==> src/rtl/muldiv_if.sv <==
// muldiv_if: request/write-back bundle between the EX stage and muldiv_seq.
//   start_i/op_i/op1_i/op2_i/reg_waddr_i/flush_i : op request from the pipeline
//   stall_o/busy_o                                : pipeline hold and activity
//   reg_waddr_o/reg_we_o/reg_wdata_o              : one-beat write-back to exe_mem
// master = pipeline side, slave = muldiv_seq side.
interface muldiv_if #(
  parameter int unsigned WIDTH = 32
);
  logic             start_i;
  logic [2:0]       op_i;
  logic [WIDTH-1:0] op1_i;
  logic [WIDTH-1:0] op2_i;
  logic [4:0]       reg_waddr_i;
  logic             flush_i;
  logic             stall_o;
  logic             busy_o;
  logic [4:0]       reg_waddr_o;
  logic             reg_we_o;
  logic [WIDTH-1:0] reg_wdata_o;

  modport master (
    output start_i, op_i, op1_i, op2_i, reg_waddr_i, flush_i,
    input  stall_o, busy_o, reg_waddr_o, reg_we_o, reg_wdata_o
  );

  modport slave (
    input  start_i, op_i, op1_i, op2_i, reg_waddr_i, flush_i,
    output stall_o, busy_o, reg_waddr_o, reg_we_o, reg_wdata_o
  );
endinterface

==> src/rtl/muldiv_seq.sv <==
// muldiv_seq: iterative RV32M multiply/divide unit in EX.
// Ports: clk_i (clock), rst_i (sync active-high reset), bus (muldiv_if.slave):
//   request start_i/op_i/op1_i/op2_i/reg_waddr_i/flush_i, status stall_o/busy_o,
//   write-back reg_waddr_o/reg_we_o/reg_wdata_o (valid only in DONE).
// Optional macro MULDIV_FAST_MUL_EN: multiplies finish in one cycle via a
// 33x33 signed multiplier; divides stay iterative.
module muldiv_seq #(
  parameter int unsigned WIDTH   = 32,
  parameter bit          SKIP_X0 = 1'b1
) (
  input logic      clk_i,
  input logic      rst_i,
  muldiv_if.slave  bus
);
  localparam int unsigned CNT_W = $clog2(WIDTH);
  localparam int unsigned PW    = 2 * WIDTH;

  localparam logic [2:0] OP_MUL    = 3'd0;
  localparam logic [2:0] OP_MULH   = 3'd1;
  localparam logic [2:0] OP_MULHSU = 3'd2;
  localparam logic [2:0] OP_DIV    = 3'd4;
  localparam logic [2:0] OP_REM    = 3'd6;

  typedef enum logic [1:0] {IDLE = 2'd0, BUSY = 2'd1, DONE = 2'd2} state_t;

  state_t           r_state, w_next;
  logic [CNT_W-1:0] r_cnt;
  logic [2:0]       r_op;
  logic [4:0]       r_waddr;
  logic             r_we_en, r_special, r_sign1, r_sign2;
  logic [WIDTH-1:0] r_spec_res, r_mcand;
  logic [PW-1:0]    r_prod;   // mul: {hi,lo} product; div: {remainder, dividend/quotient}

  logic             w_accept, w_stall;
  logic             w_s1, w_s2, w_neg1, w_neg2;
  logic [WIDTH-1:0] w_abs1, w_abs2;
  logic             w_skip, w_div_zero, w_ovf, w_fast, w_special;
  logic [WIDTH-1:0] w_spec_res, w_result, w_q, w_r;
  logic [WIDTH:0]   w_sum, w_trial;
  logic [PW-1:0]    w_mul_next, w_div_next, w_p;

  // Operand sign handling: signed ops work on magnitudes plus sign flags
  assign w_s1   = (bus.op_i == OP_MULH) | (bus.op_i == OP_MULHSU) |
                  (bus.op_i == OP_DIV)  | (bus.op_i == OP_REM);
  assign w_s2   = (bus.op_i == OP_MULH) | (bus.op_i == OP_DIV) | (bus.op_i == OP_REM);
  assign w_neg1 = w_s1 & bus.op1_i[WIDTH-1];
  assign w_neg2 = w_s2 & bus.op2_i[WIDTH-1];
  assign w_abs1 = w_neg1 ? -bus.op1_i : bus.op1_i;
  assign w_abs2 = w_neg2 ? -bus.op2_i : bus.op2_i;

  // Cases resolved without iterating
  assign w_skip     = SKIP_X0 && (bus.reg_waddr_i == 5'd0);
  assign w_div_zero = bus.op_i[2] & (bus.op2_i == '0);
  assign w_ovf      = ((bus.op_i == OP_DIV) | (bus.op_i == OP_REM)) &
                      (bus.op1_i == {1'b1, {(WIDTH-1){1'b0}}}) & (bus.op2_i == '1);

`ifdef MULDIV_FAST_MUL_EN
  logic signed [WIDTH:0]    w_fa, w_fb;
  logic signed [PW+1:0]     w_fp;
  assign w_fa   = {w_s1 & bus.op1_i[WIDTH-1], bus.op1_i};
  assign w_fb   = {w_s2 & bus.op2_i[WIDTH-1], bus.op2_i};
  assign w_fp   = w_fa * w_fb;
  assign w_fast = ~bus.op_i[2];
`else
  assign w_fast = 1'b0;
`endif

  assign w_special = w_skip | w_div_zero | w_ovf | w_fast;

  always_comb begin
    w_spec_res = '0;
    if (w_div_zero)   w_spec_res = bus.op_i[1] ? bus.op1_i : '1;
    else if (w_ovf)   w_spec_res = bus.op_i[1] ? '0 : {1'b1, {(WIDTH-1){1'b0}}};
`ifdef MULDIV_FAST_MUL_EN
    else if (w_fast)  w_spec_res = (bus.op_i == OP_MUL) ? w_fp[WIDTH-1:0] : w_fp[PW-1:WIDTH];
`endif
  end

  // Shift-add multiply step: add multiplicand into the high half, shift right
  assign w_sum      = {1'b0, r_prod[PW-1:WIDTH]} + {1'b0, r_mcand};
  assign w_mul_next = r_prod[0] ? {w_sum, r_prod[WIDTH-1:1]} : {1'b0, r_prod[PW-1:1]};

  // Restoring divide step: trial-subtract divisor from {rem, next dividend bit}
  assign w_trial    = {r_prod[PW-1:WIDTH], r_prod[WIDTH-1]} - {1'b0, r_mcand};
  assign w_div_next = w_trial[WIDTH] ? {r_prod[PW-2:0], 1'b0}
                                     : {w_trial[WIDTH-1:0], r_prod[WIDTH-2:0], 1'b1};

  // Sign correction of the iterative result
  assign w_p = (r_sign1 ^ r_sign2) ? -r_prod : r_prod;
  assign w_q = (r_sign1 ^ r_sign2) ? -r_prod[WIDTH-1:0] : r_prod[WIDTH-1:0];
  assign w_r = r_sign1 ? -r_prod[PW-1:WIDTH] : r_prod[PW-1:WIDTH];

  always_comb begin
    w_result = '0;
    if (r_special)            w_result = r_spec_res;
    else if (r_op == OP_MUL)  w_result = w_p[WIDTH-1:0];
    else if (!r_op[2])        w_result = w_p[PW-1:WIDTH];
    else if (!r_op[1])        w_result = w_q;
    else                      w_result = w_r;
  end

  // State register
  always_ff @(posedge clk_i) begin
    if (rst_i) r_state <= IDLE;
    else       r_state <= w_next;
  end

  // Next state and status outputs
  always_comb begin
    w_next   = r_state;
    w_accept = 1'b0;
    w_stall  = 1'b0;
    case (r_state)
      IDLE: if (bus.start_i && !bus.flush_i) begin
        w_accept = 1'b1;
        w_stall  = 1'b1;
        w_next   = w_special ? DONE : BUSY;
      end
      BUSY: begin
        w_stall = 1'b1;
        if (bus.flush_i)                          w_next = IDLE;
        else if (r_cnt == CNT_W'(WIDTH - 1))      w_next = DONE;
      end
      DONE:    w_next = IDLE;
      default: w_next = IDLE;
    endcase
  end

  // Operand capture and iteration datapath
  always_ff @(posedge clk_i) begin
    if (rst_i) begin
      r_cnt      <= '0;
      r_op       <= '0;
      r_waddr    <= '0;
      r_we_en    <= 1'b0;
      r_special  <= 1'b0;
      r_sign1    <= 1'b0;
      r_sign2    <= 1'b0;
      r_spec_res <= '0;
      r_mcand    <= '0;
      r_prod     <= '0;
    end else if (w_accept) begin
      r_cnt      <= '0;
      r_op       <= bus.op_i;
      r_waddr    <= bus.reg_waddr_i;
      r_we_en    <= ~w_skip;
      r_special  <= w_special;
      r_sign1    <= w_neg1;
      r_sign2    <= w_neg2;
      r_spec_res <= w_spec_res;
      r_mcand    <= bus.op_i[2] ? w_abs2 : w_abs1;
      r_prod     <= {{WIDTH{1'b0}}, (bus.op_i[2] ? w_abs1 : w_abs2)};
    end else if (r_state == BUSY) begin
      r_cnt  <= r_cnt + CNT_W'(1);
      r_prod <= r_op[2] ? w_div_next : w_mul_next;
    end
  end

  // Write-back beat only in DONE; a flush in DONE kills the write
  assign bus.stall_o     = w_stall;
  assign bus.busy_o      = (r_state != IDLE);
  assign bus.reg_we_o    = (r_state == DONE) & r_we_en & ~bus.flush_i;
  assign bus.reg_waddr_o = (r_state == DONE) ? r_waddr : 5'd0;
  assign bus.reg_wdata_o = (r_state == DONE) ? w_result : '0;
endmodule

==> src/flat_wrapper.sv <==
// flat-port wrapper written by rule: the top's interface ports become plain ports
module muldiv_seq_flat 
#(
  parameter int unsigned WIDTH   = 32,
  parameter bit          SKIP_X0 = 1'b1
)
  (clk_i, rst_i, bus_start_i, bus_op_i, bus_op1_i, bus_op2_i, bus_reg_waddr_i, bus_flush_i, bus_stall_o, bus_busy_o, bus_reg_waddr_o, bus_reg_we_o, bus_reg_wdata_o);
  muldiv_if #(.WIDTH(WIDTH)) bus_i ();
  input logic clk_i;
  input logic rst_i;
  input wire logic [$bits(bus_i.start_i)-1:0] bus_start_i;
  input wire logic [$bits(bus_i.op_i)-1:0] bus_op_i;
  input wire logic [$bits(bus_i.op1_i)-1:0] bus_op1_i;
  input wire logic [$bits(bus_i.op2_i)-1:0] bus_op2_i;
  input wire logic [$bits(bus_i.reg_waddr_i)-1:0] bus_reg_waddr_i;
  input wire logic [$bits(bus_i.flush_i)-1:0] bus_flush_i;
  output wire logic [$bits(bus_i.stall_o)-1:0] bus_stall_o;
  output wire logic [$bits(bus_i.busy_o)-1:0] bus_busy_o;
  output wire logic [$bits(bus_i.reg_waddr_o)-1:0] bus_reg_waddr_o;
  output wire logic [$bits(bus_i.reg_we_o)-1:0] bus_reg_we_o;
  output wire logic [$bits(bus_i.reg_wdata_o)-1:0] bus_reg_wdata_o;
  assign bus_i.start_i = bus_start_i;
  assign bus_i.op_i = bus_op_i;
  assign bus_i.op1_i = bus_op1_i;
  assign bus_i.op2_i = bus_op2_i;
  assign bus_i.reg_waddr_i = bus_reg_waddr_i;
  assign bus_i.flush_i = bus_flush_i;
  assign bus_stall_o = bus_i.stall_o;
  assign bus_busy_o = bus_i.busy_o;
  assign bus_reg_waddr_o = bus_i.reg_waddr_o;
  assign bus_reg_we_o = bus_i.reg_we_o;
  assign bus_reg_wdata_o = bus_i.reg_wdata_o;
  muldiv_seq #(.WIDTH(WIDTH), .SKIP_X0(SKIP_X0)) u_core (.clk_i(clk_i), .rst_i(rst_i), .bus(bus_i));
endmodule
==> config.mk <==
export PLATFORM = sky130hd
export DESIGN_NAME = muldiv_seq_flat
export DESIGN_NICKNAME = d
export VERILOG_FILES = /design/src/rtl/muldiv_if.sv /design/src/rtl/muldiv_seq.sv /design/src/flat_wrapper.sv
export SDC_FILE = /design/constraint.sdc
export NUM_CORES = 1
export LEC_CHECK = 0
export ABC_AREA = 1
export BUFFER_PORTS_ARGS = -buffer_cell sky130_fd_sc_hd__buf_2
export CAP_MARGIN = 20
export CELL_PAD_IN_SITES_DETAIL_PLACEMENT = 1
export CELL_PAD_IN_SITES_GLOBAL_PLACEMENT = 2
export CORE_UTILIZATION = 34
export CTS_CLUSTER_SIZE = 40
export DETAILED_ROUTE_END_ITERATION = 12
export GPL_ROUTABILITY_DRIVEN = 0
export HOLD_SLACK_MARGIN = 0.06
export PLACE_DENSITY_LB_ADDON = 0.1
export REMOVE_ABC_BUFFERS = 1
export SETUP_SLACK_MARGIN = 0.5
export SYNTH_ARGS = -nofsm -noshare
export SYNTH_HDL_FRONTEND = slang
export SYNTH_SLANG_ARGS = --single-unit
==> constraint.sdc <==
create_clock -name clk_i -period 4 [get_ports clk_i]
set_input_delay 0.4 -clock clk_i [delete_from_list [all_inputs] [get_ports clk_i]]
set_output_delay 0.4 -clock clk_i [all_outputs]
set_load 0.05 [all_outputs]
==> results of run 1 <==
==> cell usage in the layout, fill, tap and decap left out, drive strengths merged <==
master    instances
nor3             30
buf             172
a221oi           30
and3              3
clkinv            7
o221ai            5
or2               7
nor4              8
o31ai             1
a22oi             3
and2              4
o211ai           26
a21o              4
xnor2            21
clkinvlp          1
nand4            46
o21ai           213
ha               71
a31oi            12
o21a              1
nand3           356
dfxtp           147
fa                2
clkbuf           24
nand2          1147
o21bai            8
o41ai             1
nor2            372
a21oi           197
nand3b           12
o22ai             7
inv             563
xor2             76
==> layer usage <==
metal | vias to the layer above | part of all wire (%)
li1 | 11200 | -
met1 | 11600 | 42
met2 | 894 | 46
met3 | 243 | 6.1
met4 | 4 | 5.9
met5 | - | 0.023
==> power groups by stage <==
stage                     logic (mW)  registers (mW)  clock network [mW]
final                           3.90            1.73                1.70
after global routing            4.23            1.73                1.76
after CTS                       3.79            1.71                1.70
after detailed placement        3.75            1.75                   0
after global placement          3.70            1.75                   0
after floorplan                 2.30            1.69                   0
==> final timing paths <==
path                              start               endpoint  depth (start not counted)
setup / recovery       u_core.r_prod[1]     bus_reg_wdata_o[8]                         13
hold / removal       bus_reg_waddr_i[1]      u_core.r_waddr[1]                          3
setup reg to reg      u_core.r_prod[31]      u_core.r_prod[49]                         18
hold reg to reg   u_core.r_spec_res[11]  u_core.r_spec_res[11]                          2
==> repair_timing <==
| action | CTS | global route |
|---|---|---|
| hold buffers | 0 | 0 |
| gates resized for setup | 28 | 38 |
| gates cloned | 0 | 0 |
| pin swaps | 0 | 1 |
| setup buffers | 0 | 2 |
| endpoints found under the setup margin | 22 | 24 |
==> final cells by class <==
class,instances,share of cell area (%)
Clock buffer,17,2.06
Clock inverter,15,0.662
Inverter,556,10.2
Multi-Input combinational cell,2663,63.1
Sequential cell,147,14.3
Tap cell,688,4.18
Timing Repair Buffer,179,5.56
==> cells by family after synthesis <==
family          Yosys count  synth area share [%]
simple gates           1985                  44.8
buf+inv                 678                  14.2
compound gates          508                  15.3
flops                   147                  16.0
xor+xnor                 97                  4.63
fa+ha+maj                73                  5.06
==> registers in the layout (all words and copies together), names as in the netlist <==
signal and cells:
u_core.r_sign1 1, u_core.r_sign2 1, u_core.r_we_en 1, u_core.r_spec_res 32, u_core.r_mcand 32, u_core.r_state 2, u_core.r_special 1, u_core.r_cnt 5
u_core.r_op 3, u_core.r_prod 64, u_core.r_waddr 5
==> worst min-delay path: stages <==
cell     delay [ns]
buf_2          0.09
nand2_1        0.04
o21ai_0        0.07
==> metrics by stage <==
stage          power [mW]  util, %  setup WS (ns)
5_1_grt              7.71     38.9          0.398
3_5_place_dp         5.50     37.4          0.707
6_report             7.32     38.9          0.508
3_3_place_gp         5.44     37.4          0.700
4_1_cts              7.20     38.6          0.507
2_1_floorplan        3.99        -          -1.29
==> metrics.csv, run 1 <==
metric,value,unit
p_per_area,355,nW/um^2
ys.flop_type,dfxtp_1,
cts_tree,done,
met1_usage,45.7,%
syn_to_final_growth,12.2,%
power_frac_clock,23.2,%
fillCellCount,7552,
cts_num_sinks,147,
die_w,234,um
yosysTopAreaCell,nand2_1,
yosys.area.top_type_share,23.3,%
fin_skew,0.0223,ns
r2r_setup_slack,0.74,ns
endpoint_kind,primary output,
layout.nets,3713,
synth_edf_count,0,
first_pass_iters,7,
die_h,234,um
fin_tns_setup,0,ns
yosys-top-cells-area,"nand2_1, dfxtp_1, inv_1",
ys_types,44,
p_sw,3.90,mW
grt_pass1_wl,151,mm
placedCellCount,4231,
synth-seq-area-share,16.0,%
crit_required,3.60,ns
path_clk_slew,0.08,ns
cp_top_family,simple AND/OR/NAND/NOR gates,
grt_pass1_vias,24000,
synth.most_common_cell,nand2_1,
syn_inst,3488,
hold_path.class,input port to flop,
crit_buf_inv,2,
timing.final.crit_share,87.3,%
async_flop_share,0,%
crit_chain,inv_1 > ha_1 > nand2_1 > nor2_1 > nand4_1 > nor2_1 > nand2_1 > nand2_1 > nand3_1 > nand3_1 > nand2_1 > a21oi_2 > buf_4,
grtUsageMet3,5.51,%
crit_slowest_cell,dfxtp_1,
max_freq,0.286,GHz
grtUsageTotal,37.0,%
n_antenna_cell,0,
grt_max_degree,45,
cp_slowest_stage_delay,0.34,ns
cts_inserted_buffers,17,
drt-total-wl,101,mm
clk_latency,0.49,ns
cts.htree.levels,4,
yosysWarnings,0,
synth_commonest_cells,"nand2_1, inv_1, nor2_1",
start_kind,flop,
std_cell_rows,84,
root_buffer,clkbuf_16,
pin_count,116,
ir_drop,0.000340,V
hold_viol_final,0,
maxCapViolations,0,
busiest_layer,met2,
instances_no_fill,4265,
drive_gt1_share,8.05,%
postPlaceCellArea,19800,um^2
netlist_area,18400,um^2
maxSlewHeadroom,42.6,%
synth.avg_cell_area,5.26,um^2
multi_input_area,13000,um^2
slew_violations,0,
finalSetupViolCount,0,
wire_per_inst,23.7,um
crit_arrival,3.09,ns
final_area,20600,um^2
clk_path_buf_depth,2,
drtIter0Drc,1910,
routed_via_density,5.63,
status,"finished, final reports clean",
finalCriticalPeriod,3.49,ns
power_frac_seq,23.6,%
initial_utilization,34.7,%
groute.layer.met2.usage,61.7,%
hold_ws,0.152,ns
path_class,flop to primary output,
internal_power,3.43,mW
critPathMostFrequentCell,nand2_1,
drtAntennaViolNets,0,
pwr-share-comb,53.2,%
port_buffers,115,
p_sw_share,53.2,%
worstMarginPinSlew,0.855,ns
grt-ovfl-total,0,
antenna_found_initial,3,
hpwlAfterDp,83.4,mm
drcViolationCount,0,
rsz0062_at_grt,true,
ff_latch_area,2950,um^2
path_max_fanout,4,
synth_seq_cells,147,
num_vias,24000,
leakage,10.7,nW
fp.coreArea,53000,um^2
dieArea,54900,um^2
No activity file was read; power rests on OpenSTA's default activity.
==> run 2: changes to the inputs <==
--- a/constraint.sdc
+++ b/constraint.sdc
@@ -3,2 +3,2 @@
 set_output_delay 0.4 -clock clk_i [all_outputs]
-set_load 0.05 [all_outputs]
+set_load 0.02 [all_outputs]
==> metrics.csv, run 2 (synthesis gave the netlist of run 1 again) <==
metric,value,unit
leakage,10.7,nW
slew_violations,0,
drcViolationCount,0,
worstMarginPinSlew,0.872,ns
drt-total-wl,100,mm
largest-register,u_core.r_prod,
hold_path.class,input port to flop,
routed_via_density,5.58,
path_clk_slew,0.07,ns
crit_arrival,3.11,ns
top_regs,"u_core.r_prod: 64 flops, u_core.r_mcand: 32 flops, u_core.r_spec_res: 32 flops",
total_power,7.26,mW
ir_drop,0.000199,V
path_class,flop to primary output,
rsz0062_at_grt,true,
hpwlAfterDp,83.3,mm
cts_inserted_buffers,17,
final_area,20400,um^2
std_cell_rows,84,
postPlaceCellArea,19700,um^2
layout_commonest_cell,nand2_1,
placedCellCount,4222,
drtAntennaViolNets,0,
cts_tree,done,
drive_gt1_share,7.32,%
cts.htree.levels,4,
crit_slowest_cell,o21ai_0,
start_kind,flop,
cts_num_sinks,147,
finalCriticalPeriod,3.51,ns
pin_count,116,
die_w,234,um
timing.final.crit_share,87.9,%
path_max_fanout,8,
antenna_found_initial,3,
crit_buf_inv,2,
syn_to_final_growth,11.3,%
layout_common_cells,"nand2_1, inv_1, nor2_1, nand3_1, o21ai_0",
largest_reg_flops,64,
clk_latency,0.49,ns
port_buffers,115,
num_vias,23800,
endpoint_kind,primary output,
layout.nets,3704,
grt_pass1_wl,149,mm
instances_no_fill,4256,
crit_required,3.60,ns
die_h,234,um
grt_max_degree,46,
maxCapViolations,0,
holdPathStages,3,
initial_utilization,34.7,%
critPathMostFrequentCell,nand2_1,
cp_slowest_stage_delay,0.42,ns
max_freq,0.285,GHz
n_antenna_cell,0,
cp_top_family,simple AND/OR/NAND/NOR gates,
wire_per_inst,23.5,um
fp.coreArea,53000,um^2
root_buffer,clkbuf_16,
grtUsageTotal,36.6,%
status,"finished, final reports clean",
cts_hold_buf,0,
finalSetupViolCount,0,
fin_tns_setup,0,ns
hold_viol_final,0,
drtIter0Drc,1792,
final_util,38.6,%
grt_pass1_vias,23600,
p_per_area,356,nW/um^2
fin_skew,0.0188,ns
maxSlewHeadroom,41.4,%
dieArea,54900,um^2
crit_chain,inv_1 > ha_1 > nand2_1 > nor2_1 > nand2_1 > o21ai_0 > nand2_1 > nand2_1 > nand2_1 > nand2_1 > nand2_1 > a21oi_1 > buf_2,
first_pass_iters,5,
clk_path_buf_depth,2,
ff2ff_path_depth,18,
cp.depth,13,
grt-ovfl-total,0,
## run 2: cell count changes in the layout (fill, tap and decap cells not counted), moves of 3 or more
cell,before,now
buf_2,99,115
clkinvlp_4,1,4
buf_12,4,1
a21oi_2,11,4
nor2_1,348,355
nor2_2,17,12
buf_4,69,52
a21oi_1,186,193
o21ai_0,201,204
clkbuf_4,7,0
## run 2: path summary, 6_finish.rpt
kind,from,end,slack [ns]
worst max-delay path,u_core.r_prod[33],bus_reg_wdata_o[16],0.49
worst min-delay path,bus_reg_waddr_i[0],u_core.r_waddr[0],0.15
worst max register to register,u_core.r_prod[31],u_core.r_prod[38],0.92
worst min register to register,u_core.r_spec_res[7],u_core.r_spec_res[7],0.46
## run 2: power by group
group / leakage [nW] / switching (mW) / internal (mW)
Sequential: 1.20 / 0.185 / 1.55
Combinational: 9.20 / 2.76 / 1.03
Clock: 0.280 / 0.846 / 0.884
Total: 10.7 / 3.80 / 3.46
## run 2: worst register-to-register path, cell delays in order, from the launching register on
cell and delay (ns):
dfxtp_1 0.42, inv_1 0.19, ha_1 0.28, fa_1 0.41, inv_1 0.09, nand3_1 0.08
nand2_2 0.12, nand2_1 0.07, nand2_2 0.10, nand2_1 0.08, nand2_2 0.09, nand2_2 0.13
nand2_2 0.13, nand2_1 0.06, nand2_1 0.06, buf_4 0.35, nand2_1 0.15, nand3_1 0.10
a21oi_1 0.06
## run 2: metrics by stage
step / setup WS, ns / hold WS (ns)
final: 0.486 / 0.152
after global routing: 0.407 / 0.179
after CTS: 0.399 / 0.134
after detailed placement: 0.827 / 0.448
after global placement: 0.880 / 0.435
after floorplan: -0.869 / 0.423
## run 2: timing repair
| action | CTS | global route |
|---|---|---|
| endpoints found under the setup margin | 11 | 20 |
| gates resized for setup | 7 | 21 |
| setup buffers | 0 | 2 |
| pin swaps | 0 | 2 |
## run 2: area by class of cell
| type | instances | area (um^2) |
|---|---|---|
| Clock buffer | 17 | 425 |
| Clock inverter | 15 | 164 |
| Fill cell | 7607 | 32500 |
| Inverter | 556 | 2090 |
| Multi-Input combinational cell | 2663 | 12900 |
| Sequential cell | 147 | 2950 |
| Tap cell | 688 | 861 |
| Timing Repair Buffer | 170 | 1020 |
## run 2: metal layers
layer	vias to the layer above	routed length [um]	part of all wire, %	global-route usage [%]
met5	-	0	0	0
met4	0	6690	6.7	22.0
met3	233	6440	6.4	5.42
met2	884	45600	46	60.1
met1	11400	41300	41	45.0
li1	11200	-	-	-
==> run 3: changes to the inputs <==
Settings changed: CORE_UTILIZATION 34 to 32.
Clock period 4 ns to 3.49 ns, I/O delays scaled along.
==> metrics.csv, run 3 (synthesis gave the netlist of run 1 again) <==
metric,value,unit
layout_commonest_cell,nand2_1,
status,"finished, final reports clean",
layout_common_cells,"nand2_1, inv_1, nand3_1",
crit_arrival,2.71,ns
drt-total-wl,106,mm
clk_latency,0.50,ns
path_max_fanout,7,
p_sw_share,52.7,%
pwr-share-comb,55.5,%
grt-ovfl-total,0,
routed_via_density,5.50,
crit_slowest_cell,dfxtp_2,
max_freq,0.327,GHz
dieArea,58300,um^2
finalSetupViolCount,0,
p_per_area,403,nW/um^2
finalCriticalPeriod,3.06,ns
die_w,242,um
endpoint_kind,primary output,
path_clk_slew,0.08,ns
drtAntennaViolNets,0,
fp.coreArea,56500,um^2
cts_hold_buf,0,
die_h,242,um
power_frac_seq,22.6,%
hold_viol_final,0,
cts_num_sinks,147,
cp_top_family,simple AND/OR/NAND/NOR gates,
r2r_setup_slack,0.50,ns
critPathMostFrequentCell,nand3_1,
cp_slowest_stage_delay,0.39,ns
layout.nets,3778,
final_area,22100,um^2
hpwlAfterDp,86.1,mm
hold_ws,0.101,ns
fin_skew,0.0255,ns
largest_reg_flops,64,
syn_to_final_growth,20.2,%
drcViolationCount,0,
postPlaceCellArea,20100,um^2
path_class,flop to primary output,
grt_max_degree,71,
timing.final.crit_share,87.7,%
cts.htree.levels,4,
num_vias,24200,
pin_count,116,
cts_tree,done,
drive_gt1_share,14.8,%
clk_path_buf_depth,2,
grt_pass1_wl,155,mm
ir_drop,0.000402,V
crit_chain,nor2_1 > nand2_1 > nor2_1 > nand3_2 > o21ai_1 > buf_4 > nand3_1 > nand3_1 > nand3_1 > a21oi_2 > buf_4,
drtIter0Drc,1910,
grtUsageTotal,35.1,%
maxSlewHeadroom,38.5,%
largest-register,u_core.r_prod,
cts_inserted_buffers,17,
start_kind,flop,
wire_per_inst,24.0,um
grt_pass1_vias,24100,
first_pass_iters,5,
antenna_found_initial,1,
crit_required,3.14,ns
power_frac_clock,22.0,%
worstMarginPinSlew,0.921,ns
initial_utilization,32.5,%
port_buffers,115,
crit_buf_inv,2,
top_regs,"u_core.r_prod: 64 flops, u_core.r_mcand: 32 flops, u_core.r_spec_res: 32 flops",
maxCapViolations,0,
leakage,11.3,nW
p_sw,4.69,mW
internal_power,4.21,mW
hold_path.class,input port to flop,
std_cell_rows,87,
rsz0062_at_grt,true,
slew_violations,0,
root_buffer,clkbuf_16,
run 3: cell type report:
class	instances	area, um^2
repair buffers	242	1710
clock inverters	15	165
clock buffers	17	425
diodes	1	2.50
well taps	756	946
fillers	7887	34400
flip-flops and latches	147	3000
multi-input cells	2665	13700
inverters	556	2120
run 3: tightest hold or removal path, stage by stage:
cell	delay, ns
buf_2	0.09
nand2_1	0.05
o21ai_0	0.07
run 3: stage by stage:
| step | setup TNS, ns | instances | util, % | total power [mW] | worst slack [ns] |
|---|---|---|---|---|---|
| after floorplan | -47.83 | 3366 | - | 4.52 | -1.33 |
| after global placement | 0 | 4318 | 35.5 | 6.24 | 0.307 |
| after detailed placement | 0 | 4319 | 35.5 | 6.30 | 0.272 |
| after CTS | 0 | 4366 | 37.6 | 8.47 | 0.389 |
| after global routing | 0 | 4398 | 39.1 | 9.35 | 0.332 |
| final | 0 | 4399 | 39.1 | 8.89 | 0.429 |
run 3: repair_timing:
action	4_1_cts	5_1_grt
pin swaps	15	38
setup endpoints to repair	65	65
gates resized for setup	139	179
hold endpoints to repair	0	0
setup buffers	14	29
gates cloned	1	2
run 3: worst paths after layout:
path / endpoint / depth (start not counted) / startpoint
max: bus_reg_wdata_o[13] / 11 / u_core.r_prod[17]
min: u_core.r_waddr[1] / 3 / bus_reg_waddr_i[1]
max reg2reg: u_core.r_prod[58] / 14 / u_core.r_mcand[31]
min reg2reg: u_core.r_spec_res[0] / 2 / u_core.r_spec_res[0]
run 3: power by group through the flow:
stage	registers [mW]	clock network [mW]	logic [mW]
2_1_floorplan	1.94	0	2.58
3_3_place_gp	2.00	0	4.24
3_5_place_dp	2.01	0	4.29
4_1_cts	1.98	1.97	4.53
5_1_grt	2.01	2.04	5.30
6_report	2.01	1.95	4.93
run 3: per-layer routing:
| layer | vias up | GRT usage (%) | part of all wire, % | wire, um |
|---|---|---|---|---|
| li1 | 11400 | - | - | - |
| met1 | 11800 | 43.2 | 42 | 44100 |
| met2 | 834 | 59.6 | 47 | 49300 |
| met3 | 250 | 4.56 | 5.6 | 5940 |
| met4 | 2 | 18.1 | 6.0 | 6290 |
| met5 | - | 0 | 0.010 | 11 |
